File: src/rtl/jc2_pkg.sv
// Shared types and defaults for the jc2 Johnson LED shifter control slice.
package jc2_pkg;

  typedef enum logic [1:0] {
    IDLE  = 2'd0,
    RUN_L = 2'd1,
    RUN_R = 2'd2
  } state_e;

  localparam logic DIR_LEFT  = 1'b1;
  localparam logic DIR_RIGHT = 1'b0;

  localparam int unsigned DEF_DEB_CYCLES = 16;
  localparam int unsigned DEF_PRESCALE   = 6000000;
  localparam int unsigned DEF_STEP_LIMIT = 0;

endpackage

File: src/rtl/jc2_if.sv
// Switch inputs and shifter-control outputs of the jc2 sequencer.
interface jc2_if;
  logic left_n;
  logic right_n;
  logic stop_n;
  logic step;
  logic dir;
  logic run;
  logic done;

  modport master (output left_n, right_n, stop_n, input step, dir, run, done);
  modport slave  (input left_n, right_n, stop_n, output step, dir, run, done);
endinterface

File: src/rtl/jc2_debounce.sv
// One push switch: 2-FF synchroniser, counting debouncer and press (1->0) detect.
module jc2_debounce
  import jc2_pkg::*;
#(
  parameter int unsigned DEB_CYCLES = DEF_DEB_CYCLES
) (
  input  logic clk,
  input  logic rst,
  input  logic pin_n,
  output logic press_c
);

  localparam int unsigned CW = $clog2(DEB_CYCLES);

  logic          sync1_q;
  logic          sync2_q;
  logic          deb_q;
  logic          deb_prev_q;
  logic [CW-1:0] cnt_q;

  // Any agreement between synchronised and debounced value restarts the count.
  always_ff @(posedge clk) begin
    if (rst) begin
      sync1_q    <= 1'b1;
      sync2_q    <= 1'b1;
      deb_q      <= 1'b1;
      deb_prev_q <= 1'b1;
      cnt_q      <= '0;
    end else begin
      sync1_q    <= pin_n;
      sync2_q    <= sync1_q;
      deb_prev_q <= deb_q;
      if (sync2_q == deb_q) begin
        cnt_q <= '0;
      end else if (cnt_q == CW'(DEB_CYCLES - 1)) begin
        deb_q <= sync2_q;
        cnt_q <= '0;
      end else begin
        cnt_q <= cnt_q + CW'(1);
      end
    end
  end

  assign press_c = deb_prev_q & ~deb_q;

endmodule

File: src/rtl/jc2_ctrl.sv
// Run/direction sequencer: debounced switches drive an FSM that issues prescaled step pulses.
module jc2_ctrl
  import jc2_pkg::*;
#(
  parameter int unsigned DEB_CYCLES = DEF_DEB_CYCLES,
  parameter int unsigned PRESCALE   = DEF_PRESCALE,
  parameter int unsigned STEP_LIMIT = DEF_STEP_LIMIT
) (
  input logic  clk,
  input logic  rst,
  jc2_if.slave bus
);

  localparam int unsigned PW = $clog2(PRESCALE);
  localparam int unsigned SW = (STEP_LIMIT > 1) ? $clog2(STEP_LIMIT + 1) : 1;

  logic left_c, right_c, stop_c;

  jc2_debounce #(.DEB_CYCLES(DEB_CYCLES)) u_deb_left  (.clk(clk), .rst(rst), .pin_n(bus.left_n),  .press_c(left_c));
  jc2_debounce #(.DEB_CYCLES(DEB_CYCLES)) u_deb_right (.clk(clk), .rst(rst), .pin_n(bus.right_n), .press_c(right_c));
  jc2_debounce #(.DEB_CYCLES(DEB_CYCLES)) u_deb_stop  (.clk(clk), .rst(rst), .pin_n(bus.stop_n),  .press_c(stop_c));

  state_e        state_q, state_d;
  logic [PW-1:0] pre_q, pre_d;
  logic [SW-1:0] cnt_q, cnt_d;
  logic          step_q, step_d;
  logic          done_q, done_d;
  logic          dir_q, dir_d;
  logic          run_q;
  logic          entry;

  always_ff @(posedge clk) begin
    if (rst) begin
      state_q <= IDLE;
      pre_q   <= '0;
      cnt_q   <= '0;
      step_q  <= 1'b0;
      done_q  <= 1'b0;
      dir_q   <= DIR_RIGHT;
      run_q   <= 1'b0;
    end else begin
      state_q <= state_d;
      pre_q   <= pre_d;
      cnt_q   <= cnt_d;
      step_q  <= step_d;
      done_q  <= done_d;
      dir_q   <= dir_d;
      run_q   <= (state_d != IDLE);
    end
  end

  // Press priority stop > right > left; a press matching the current direction is ignored.
  always_comb begin
    state_d = state_q;
    pre_d   = pre_q;
    cnt_d   = cnt_q;
    step_d  = 1'b0;
    done_d  = 1'b0;
    dir_d   = dir_q;
    entry   = 1'b0;

    if (stop_c) begin
      state_d = IDLE;
    end else if (right_c) begin
      if (state_q != RUN_R) begin
        state_d = RUN_R;
        entry   = 1'b1;
      end
    end else if (left_c) begin
      if (state_q != RUN_L) begin
        state_d = RUN_L;
        entry   = 1'b1;
      end
    end

    if (state_d == IDLE || entry) begin
      pre_d = '0;
      cnt_d = '0;
    end else if (pre_q == PW'(PRESCALE - 1)) begin
      pre_d  = '0;
      step_d = 1'b1;
      if (STEP_LIMIT != 0) begin
        cnt_d = cnt_q + SW'(1);
        // The limiting step also ends the run on the same edge.
        if (cnt_d == SW'(STEP_LIMIT)) begin
          done_d  = 1'b1;
          state_d = IDLE;
          cnt_d   = '0;
        end
      end
    end else begin
      pre_d = pre_q + PW'(1);
    end

    if (state_d == RUN_L) begin
      dir_d = DIR_LEFT;
    end else if (state_d == RUN_R) begin
      dir_d = DIR_RIGHT;
    end
  end

  assign bus.step = step_q;
  assign bus.dir  = dir_q;
  assign bus.run  = run_q;
  assign bus.done = done_q;

endmodule

File: src/flat_wrapper.sv
// flat-port wrapper written by rule: the top's interface ports become plain ports
module jc2_ctrl_flat import jc2_pkg::*;
#(
  parameter int unsigned DEB_CYCLES = DEF_DEB_CYCLES,
  parameter int unsigned PRESCALE   = DEF_PRESCALE,
  parameter int unsigned STEP_LIMIT = DEF_STEP_LIMIT
)
  (clk, rst, bus_left_n, bus_right_n, bus_stop_n, bus_step, bus_dir, bus_run, bus_done);
  jc2_if bus_i ();
  input logic clk;
  input logic rst;
  input wire logic [$bits(bus_i.left_n)-1:0] bus_left_n;
  input wire logic [$bits(bus_i.right_n)-1:0] bus_right_n;
  input wire logic [$bits(bus_i.stop_n)-1:0] bus_stop_n;
  output wire logic [$bits(bus_i.step)-1:0] bus_step;
  output wire logic [$bits(bus_i.dir)-1:0] bus_dir;
  output wire logic [$bits(bus_i.run)-1:0] bus_run;
  output wire logic [$bits(bus_i.done)-1:0] bus_done;
  assign bus_i.left_n = bus_left_n;
  assign bus_i.right_n = bus_right_n;
  assign bus_i.stop_n = bus_stop_n;
  assign bus_step = bus_i.step;
  assign bus_dir = bus_i.dir;
  assign bus_run = bus_i.run;
  assign bus_done = bus_i.done;
  jc2_ctrl #(.DEB_CYCLES(DEB_CYCLES), .PRESCALE(PRESCALE), .STEP_LIMIT(STEP_LIMIT)) u_core (.clk(clk), .rst(rst), .bus(bus_i));
endmodule
File: config.mk
export PLATFORM = sky130hd
export DESIGN_NAME = jc2_ctrl_flat
export DESIGN_NICKNAME = d
export VERILOG_FILES = /design/src/rtl/jc2_pkg.sv /design/src/rtl/jc2_if.sv /design/src/rtl/jc2_debounce.sv /design/src/rtl/jc2_ctrl.sv /design/src/flat_wrapper.sv
export SDC_FILE = /design/constraint.sdc
export NUM_CORES = 1
export LEC_CHECK = 0
export ABC_CLOCK_PERIOD_IN_PS = 2260
export CAP_MARGIN = 0
export CELL_PAD_IN_SITES_DETAIL_PLACEMENT = 1
export CELL_PAD_IN_SITES_GLOBAL_PLACEMENT = 2
export CORE_ASPECT_RATIO = 0.6
export CORE_UTILIZATION = 38
export CTS_CLUSTER_DIAMETER = 200
export CTS_CLUSTER_SIZE = 14
export DETAILED_ROUTE_END_ITERATION = 12
export GPL_ROUTABILITY_DRIVEN = 0
export HOLD_SLACK_MARGIN = 0.02
export PLACE_DENSITY = 0.82
export RECOVER_POWER = 100
export SKIP_CTS_REPAIR_TIMING = 1
export SLEW_MARGIN = 20
export SYNTH_ARGS = -nofsm -noshare
export SYNTH_HDL_FRONTEND = slang
export SYNTH_SLANG_ARGS = --single-unit
File: constraint.sdc
create_clock -name clk -period 2.26 [get_ports clk]
set_input_delay 0.565 -clock clk [delete_from_list [all_inputs] [get_ports clk]]
set_output_delay 0.565 -clock clk [all_outputs]
set_load 0.01 [all_outputs]
==> flow_summary_export.csv, run 1 <==
group,metric,value,unit
route,wl_met2,1791,um
route,via_per_inst,5.145,
sta,layout_min_cycle_time,2110,ps
floorplanning,core-area,5570,sq um
logic_synthesis,postSynthCellCount,232,
run,cap_violations,0,
critical_path,r2r_end,"u_core.pre_q[22]",
sta,finalClockSkew,6.767,ps
route,wl_per_cell,14.29,um
logic_synthesis,async_flop_share,0,
sta,final_max_slew_viol_count,0,
critical_path,r2r_setup_slack,150,ps
grt,antenna_found_initial,0,
critical_path,worstSetupEndpointType,"flip-flop",
layout,multi_input_area,1099,sq um
cts,numCtsBuffers,5,
sta,period_share,0.9335,
status,outcome,"completed",
floorplanning,io_pins,9,
route,via_count,1672,
floorplanning,rows,21,
cts,clk_latency,310,ps
logic_synthesis,yosysWarnings,0,
power_and_ir_drop,p_leak,0.8047,nW
logic_synthesis,synth_cell_type_count,40,
logic_synthesis,synth-seq-cells,52,
route,dr.pass1.iters,4,
layout,seqCellArea,1041,sq um
cts,cts_tree,"done",
layout,stdcell_count,325,
grt,first_global_vias,1617,
critical_path,cp-start-kind,"flip-flop",
logic_synthesis,yosys-top-cells-count,"52 x dfxtp_1, 20 x nor2_1, 14 x nor3_1, 11 x xnor2_1",
grt,overflow,0,
logic_synthesis,synthTopCellsByArea,"dfxtp_1 47%, xnor2_1 4.4%, xor2_1 4.0%",
logic_synthesis,synth_edf_count,0,
cts,clk_path_buf_depth,2,
sta,layout_setup_ws,150.2,ps
worst_hold_path,whs_path_depth,1,
sta,tns,0,ps
power_and_ir_drop,ir_worst_vdd,0.2179,mV
floorplanning,dieArea,6107,sq um
route,antenna_left,0,
grt,grtUsageTotal,0.1752,
cts,clk_pin_slew,100,ps
power_and_ir_drop,power_density,605.0,nW/um^2
layout,final_nets,255,
floorplanning,die_h,60.94,um
logic_synthesis,syn_area,2200,sq um
critical_path,r2r_cells,5,
critical_path,crit_type,"reg2reg",
sta,maxSlewHeadroom,0.3806,
place,io_buffers,7,
layout,drive_above_1_share,0.1265,
logic_synthesis,synth_fp_nets,243,
grt,grt_pass1_wl,8031,um
place,dp_hpwl,3312,um
logic_synthesis,yosysTopAreaCell,"dfxtp_1",
worst_hold_path,hold_start,"u_core.u_deb_stop.sync1_q",
sta,rsz0062_at_grt,"no",
worst_hold_path,hold_path_class,"reg2reg",
cts,cts-root-buf,"clkbuf_8",
grt,grt_max_degree,25,
cts,clkSinkCount,52,
power_and_ir_drop,finalPower,1.497,mW
layout,syn_to_final_growth,12.46,%
cts,h-tree-depth,2,
worst_hold_path,min_to,"u_core.u_deb_stop.sync2_q",
logic_synthesis,synth_ff_type,"dfxtp_1",
sta,setup_viol,0,
sta,max_freq,474.0,MHz
floorplanning,die_x,100.2,um
critical_path,worst_ep_arrival_time,2350,ps
layout,final.fill_count,652,
sta,hold_violations,0,
logic_synthesis,yosysMostFrequentCell,"dfxtp_1",
logic_synthesis,yosysTopAreaCellShare,0.4733,
place,dpl.cell_count,316,
route,highest_layer,"met4",
route,wl,4643,um
sta,tightestPinTransition,923.5,ps
route,wl_met1,2712,um
layout,antenna_cells,0,
place,pre_cts_ws,145.3,ps
route,route.detailed.drc,0,
route,drtIter0Drc,36,
critical_path,cp_max_fo,5,
logic_synthesis,syn_avg_cell_area,9.481,sq um
logic_synthesis,yosysSeqAreaShare,0.4733,
critical_path,reg2reg_from,"u_core.pre_q[1]",
floorplanning,start_util,0.3949,
critical_path,required,2500,ps
route,wl_met3,102,um
metal layers:
layer,global-route usage,up-vias
li1,-,840
met2,0.2436,11
met5,0,-
met1,0.2602,816
met4,0.04969,0
met3,0.05184,5
registers in the layout, indices dropped and copies added (netlist names), 2 cells and up:
name	flops
u_core.u_deb_right.cnt_q	4
u_core.pre_q	23
u_core.state_q	2
u_core.u_deb_stop.cnt_q	4
u_core.u_deb_left.cnt_q	4
cells by family (layout without fill, tap and decap cells):
group                    after synthesis  in the layout  share of synthesized area
AND/OR/NAND/NOR                      110            110                     0.2924
flip-flops                            52             52                     0.4733
AO/OA/AOI/OAI                         25             25                    0.08134
XOR/XNOR                              21             21                    0.08361
buffers and inverters                 16             29                    0.02901
adder cells (fa/ha/maj)                6              6                    0.03413
other                                  1              1                   0.001705
multiplexers                           1              1                   0.004551
power breakdown:
group          internal [mW]  switching [mW]  leakage (nW)
Sequential             0.922         0.00342         0.421
Clock                  0.221           0.328        0.0414
Combinational         0.0120          0.0102         0.343
critical path, cell delays in order (launching register included):
cell	delay, ps
dfxtp_1	410
ha_2	240
nand4_1	150
or4_4	580
or4_1	430
a211oi_2	210
cell usage in the layout (no fill, tap or decap), drive strengths merged, types with 7 or more instances in the layout:
master  instances
dfxtp          52
nor2           20
nor3           14
xnor2          11
nand3          11
xor2           10
inv             9
or2             9
or3             9
a211oi          9
nor2b           8
o21ai           8
nand2           7
nand4           7
clkbuf          7
metrics by stage:
step | utilization | instance area (sq um) | hold slack (ps)
after floorplan | - | 2200 | 389.5
after global placement | 0.4279 | 2384 | 392.3
after detailed placement | 0.4279 | 2384 | 407.2
after CTS | 0.4438 | 2472 | 434.3
after global routing | 0.4441 | 2474 | 450.6
final | 0.4441 | 2474 | 430.5
final cells by class:
| type | count | share of cell area |
|---|---|---|
| inverter | 9 | 0.01366 |
| tap | 80 | 0.04047 |
| sequential | 52 | 0.4208 |
| multi-input combinational | 164 | 0.4441 |
| timing repair buffer | 12 | 0.04502 |
| clock buffer | 6 | 0.02934 |
| clock inverter | 2 | 0.006576 |
how the worst max path moves through the flow:
stage               startpoint  cells after the start               end  slack (ps)
2_1_floorplan  u_core.pre_q[0]                      5  u_core.pre_q[22]         270
3_3_place_gp   u_core.pre_q[1]                      5  u_core.pre_q[22]         210
3_5_place_dp   u_core.pre_q[1]                      5  u_core.pre_q[22]         150
4_1_cts        u_core.pre_q[1]                      5  u_core.pre_q[22]         120
5_1_grt        u_core.pre_q[1]                      5  u_core.pre_q[22]          20
6_report       u_core.pre_q[1]                      5  u_core.pre_q[22]         150
(Power assumes the default switching activity.)
==> run 2: changes to the inputs <==
--- a/config.mk
+++ b/config.mk
@@ -12,7 +12,6 @@
 export CORE_ASPECT_RATIO = 0.6
 export CORE_UTILIZATION = 38
 export CTS_CLUSTER_DIAMETER = 200
-export CTS_CLUSTER_SIZE = 14
 export DETAILED_ROUTE_END_ITERATION = 12
 export GPL_ROUTABILITY_DRIVEN = 0
 export HOLD_SLACK_MARGIN = 0.02
@@ -23,3 +22,4 @@
 export SYNTH_ARGS = -nofsm -noshare
 export SYNTH_HDL_FRONTEND = slang
 export SYNTH_SLANG_ARGS = --single-unit
+export TNS_END_PERCENT = 30
==> results of run 2 <==
Final layout, timing and power as in run 1 (identical DEF).
